--- src/rtl/button_debouncer.sv ---
// button_debouncer: 2-FF synchronizer followed by a stability counter.
// The debounced level only follows the synchronized input after it has held
// a new value for DEBOUNCE_CYCLES consecutive clocks; a one-cycle pulse on
// rise marks each accepted low-to-high transition.
module button_debouncer #(
  parameter int DEBOUNCE_CYCLES = 65536
) (
  input  logic Clock,
  input  logic Reset,
  input  logic btn,
  output logic rise
);

  // Counter only needs to reach DEBOUNCE_CYCLES-1
  localparam int CNT_W = (DEBOUNCE_CYCLES > 2) ? $clog2(DEBOUNCE_CYCLES) : 1;
  localparam logic [CNT_W-1:0] CNT_MAX = CNT_W'(DEBOUNCE_CYCLES - 1);

  logic [1:0]       sync_reg;
  logic             stable_reg;
  logic [CNT_W-1:0] cnt_reg;
  logic             rise_reg;

  // Synchronize the raw button, then accept a level change only once it has
  // been seen continuously for the full debounce window
  always_ff @(posedge Clock or negedge Reset) begin
    if (!Reset) begin
      sync_reg   <= '0;
      stable_reg <= 1'b0;
      cnt_reg    <= '0;
      rise_reg   <= 1'b0;
    end else begin
      sync_reg <= {sync_reg[0], btn};
      rise_reg <= 1'b0;
      if (sync_reg[1] == stable_reg) begin
        cnt_reg <= '0;
      end else if (cnt_reg == CNT_MAX) begin
        stable_reg <= sync_reg[1];
        cnt_reg    <= '0;
        rise_reg   <= sync_reg[1];
      end else begin
        cnt_reg <= cnt_reg + CNT_W'(1);
      end
    end
  end

  assign rise = rise_reg;

endmodule

--- config.mk ---
export PLATFORM = sky130hd
export DESIGN_NAME = button_debouncer
export DESIGN_NICKNAME = d
export VERILOG_FILES = /design/src/rtl/button_debouncer.sv
export SDC_FILE = /design/constraint.sdc
export NUM_CORES = 1
export LEC_CHECK = 0
export ABC_AREA = 1
export BUFFER_PORTS_ARGS = -buffer_cell sky130_fd_sc_hd__buf_4
export CAP_MARGIN = 20
export CORE_AREA = 2 2 49 51
export CTS_CLUSTER_SIZE = 16
export DETAILED_ROUTE_END_ITERATION = 8
export DIE_AREA = 0 0 51 53
export PLACE_DENSITY = 0.7
export SLEW_MARGIN = 40
export SYNTH_ARGS = -nofsm -noshare
export SYNTH_HDL_FRONTEND = slang
export SYNTH_SLANG_ARGS = --single-unit
--- constraint.sdc ---
create_clock -name Clock -period 1.7 [get_ports Clock]
set_input_delay 0.17 -clock Clock [delete_from_list [all_inputs] [get_ports Clock]]
set_output_delay 0.17 -clock Clock [all_outputs]
set_load 0.01 [all_outputs]
==> impl_results.md <==
- Status: finished, final reports clean
- Setup TNS: 0 ns
- Row count: 17
- Final Skew: about 0.0019 ns
- Total CTS buffers: 3
- Worst vdd ir: roughly 850 uV
- Synth warnings: 0
- CP Data Arrival Time: between 1.5 and 2 ns
- Max-cap violations: 0
- Synth Register Bits: 20
- CTS Sinks: 20
- DRC violations left: 0
- Worst slew pin tran: 0.305 ns
- Gr usage total: 15.5%
- First-pass GRT wire length: just under 3 mm
- Initial Util: 47.3%
- Routed wire per std cell: about 11 um
- Clk pwr share: 42.1%
- Slowest cell delay on critical path: approximately 0.40 ns
- Syn Nets: 120
- Vias in the first global route: between 700 and 800
- Core area: between 2000 and 2500 um2
- Power density cells: 796 nW/um2
- Crit path required time: between 1.5 and 2 ns
- FMAX: 754 MHz
- Layout area overhead: 12.8%
- Detailed Route Iter0 Violations: 15
- Largest driver fanout on the critical path: 8
- Bufs and invs on worst path: 1
- CP Launch Type: flip-flop
- H-tree depth: 1
- Final hold vios: 0
- Die width: approximately 51 um
- Post-Syn Area: around 1000 um2
- Count leader, synth: nand2_1
- Total number of vias: between 700 and 800
- CTS tree: yes
- Post-CTS sizing: 0
- Fraction of registers with async set/reset: 100%
- Skew-Pair Late Insertion Delay: 0.30 ns
- Die Height: 53 um
- Unique masters post-synth: 21
- Top cell type's share of synthesized area: 49.3%
- Worst hold path type: primary input to asynchronous set/reset pin
- Delay-heaviest family, CP: simple AND/OR/NAND/NOR gates
- Final #Nets: 130
- Final Slew Violations: 0
- Max-slew headroom: about four fifths
- Initial antenna violation count: 0
- Routability congestion estimate: 0.849
- WL final: roughly 1.7 mm
- DIE AREA: roughly 2700 um2
- Hold_buf cts: 2
- Share of total power in sequential cells: between 50 and 60%
- Clock tree buffer depth: 2
- I/O Buffers: 3
- Synth top cells by count: nand2_1 (26), nor2_1 (23), dfrtp_1 (20)
- Leak: around 0.56 nW
- Cells along the critical path: ha_1 > nand3_2 > inv_2 > nand4_2 > nand2_2 > nor2_1
- Number of flops mapped to enable cells by yosys: 0
- Hpwl dp: roughly 1.3 mm
- Ant diodes: 0
- Post-synth top area cell: dfrtp_1
- Final hold slack: approximately 0.26 ns
- Internal power: between 0.7 and 0.8 mW
- Avg Inst Size Synth: roughly 8.8 um2
- Element type at the critical path end: flip-flop
- Post-route ant nets: 0
- I/O pins: 4
- Finish-stage setup viols: 0
- Comb pwr share: around 4.0%
- Layout cell share with drive strength beyond 1: 16.8%
- Worst setup path class: flip-flop to flip-flop
- CTS clk-pin slew, worst paths: 0.11 ns
- Post-CTS setup buffer count: 0
- Clock Root Buffer: clkbuf_4
- RSZ-0062 raised after global routing: no
- Net Switching: approximately 0.18 mW
- Max reg flops: 16
- DRT Pass-1 Iters: 4
- Post-synth top flop: dfrtp_1
- Congestion Overflow GR: 0
- Seq/Total Area, Yosys: about half
- Vias/cell: roughly 4.7
- Final Cycle Share: approximately four fifths
- Synth top area cells: dfrtp_1 (49%), nand2_1 (9.6%), nor2_1 (8.5%), xor2_1 (5.2%), inv_1 (4.1%)
- Mapped Cells: about 120
- Largest net degree at the start of global routing: 21
- Fin crit period: roughly 1.3 ns
- Critical Path Slowest Stage Cell: dfrtp_1
- Switching part of the total: between 10% and 20%
==> stage by stage <==
stage	worst slack, ns	total power, mW	std cells	util [%]	area (um2)
floorplan	0.517	0.517	116	-	1020
global placement	0.451	0.534	147	50.0	1070
detailed placement	0.388	0.535	147	50.0	1070
CTS	0.363	0.931	153	53.3	1150
global route	0.239	0.953	153	53.3	1150
finish	0.373	0.912	153	53.3	1150
==> logic make-up (layout without fill, tap and decap cells) <==
family	after synthesis	after routing	share of synthesized area [%]
XOR/XNOR	9	9	8.50
AND/OR/NAND/NOR	68	68	33.0
buffers and inverters	12	21	4.43
flip-flops	20	20	49.3
AO/OA/AOI/OAI	6	6	3.57
adder cells (fa/ha/maj)	1	1	1.23
==> power groups by stage <==
| stage | combinational [mW] | clock, mW | sequential, mW |
|---|---|---|---|
| after floorplan | 0.0180 | 0 | 0.499 |
| after global placement | 0.0341 | 0 | 0.500 |
| after detailed placement | 0.0348 | 0 | 0.501 |
| after CTS | 0.0385 | 0.401 | 0.491 |
| after global routing | 0.0444 | 0.417 | 0.492 |
| final | 0.0368 | 0.384 | 0.491 |
==> cell type report <==
type                       count  area, um2
clock buffer                   3       22.5
timing repair buffer           5       42.5
multi-input combinational     84        470
fill                         196       1000
clock inverter                 1       30.0
tap                           28       35.0
inverter                      12       45.0
sequential                    20        500
==> cell usage in the layout, fill, tap and decap left out <==
cell,count
nand3_1,6
nand3b_4,1
nand2_1,26
dfrtp_1,20
xnor2_1,2
ha_1,1
dlygate4sd3_1,2
inv_2,1
nor2_2,3
nand4_2,1
buf_4,3
bufinv_16,1
nand2_2,2
nor2_4,1
nand3_2,3
nand4_1,1
a31oi_1,1
xor2_2,1
nor3_2,1
xor2_1,6
o21bai_1,2
inv_1,11
a21oi_1,3
clkbuf_4,3
nor2_1,23
==> worst reg2reg max path, stage by stage, from the launching register on <==
cell	delay, ns
dfrtp_1	0.40
ha_1	0.21
nand3_2	0.12
inv_2	0.11
nand4_2	0.13
nand2_2	0.18
nor2_1	0.07
==> path summary, 6_finish.rpt <==
| path | slack, ns | cells after the start | endpoint | from |
|---|---|---|---|---|
| max in group asynchronous | 1.23 | 2 | stable_reg$_DFFE_PN0P_ | Reset |
| min in group Clock | 0.36 | 0 | sync_reg[1]$_DFF_PN0_ | sync_reg[0]$_DFF_PN0_ |
| setup / recovery | 0.37 | 6 | cnt_reg[13]$_DFF_PN0_ | cnt_reg[0]$_DFF_PN0_ |
| hold / removal | 0.26 | 2 | cnt_reg[13]$_DFF_PN0_ | Reset |
| setup reg to reg | 0.37 | 6 | cnt_reg[13]$_DFF_PN0_ | cnt_reg[0]$_DFF_PN0_ |
| hold reg to reg | 0.36 | 0 | sync_reg[1]$_DFF_PN0_ | sync_reg[0]$_DFF_PN0_ |
==> metal layers <==
| layer | track usage, % | up-vias | part of all wire [%] |
|---|---|---|---|
| met1 | 20.9 | 328 | 50 |
| met4 | 8.56 | 0 | 1.6 |
| met3 | 5.08 | 4 | 4.5 |
| met2 | 21.9 | 12 | 44 |
| met5 | 0 | - | 0 |
| li1 | - | 379 | - |
Power figures use the tool's default switching activity.
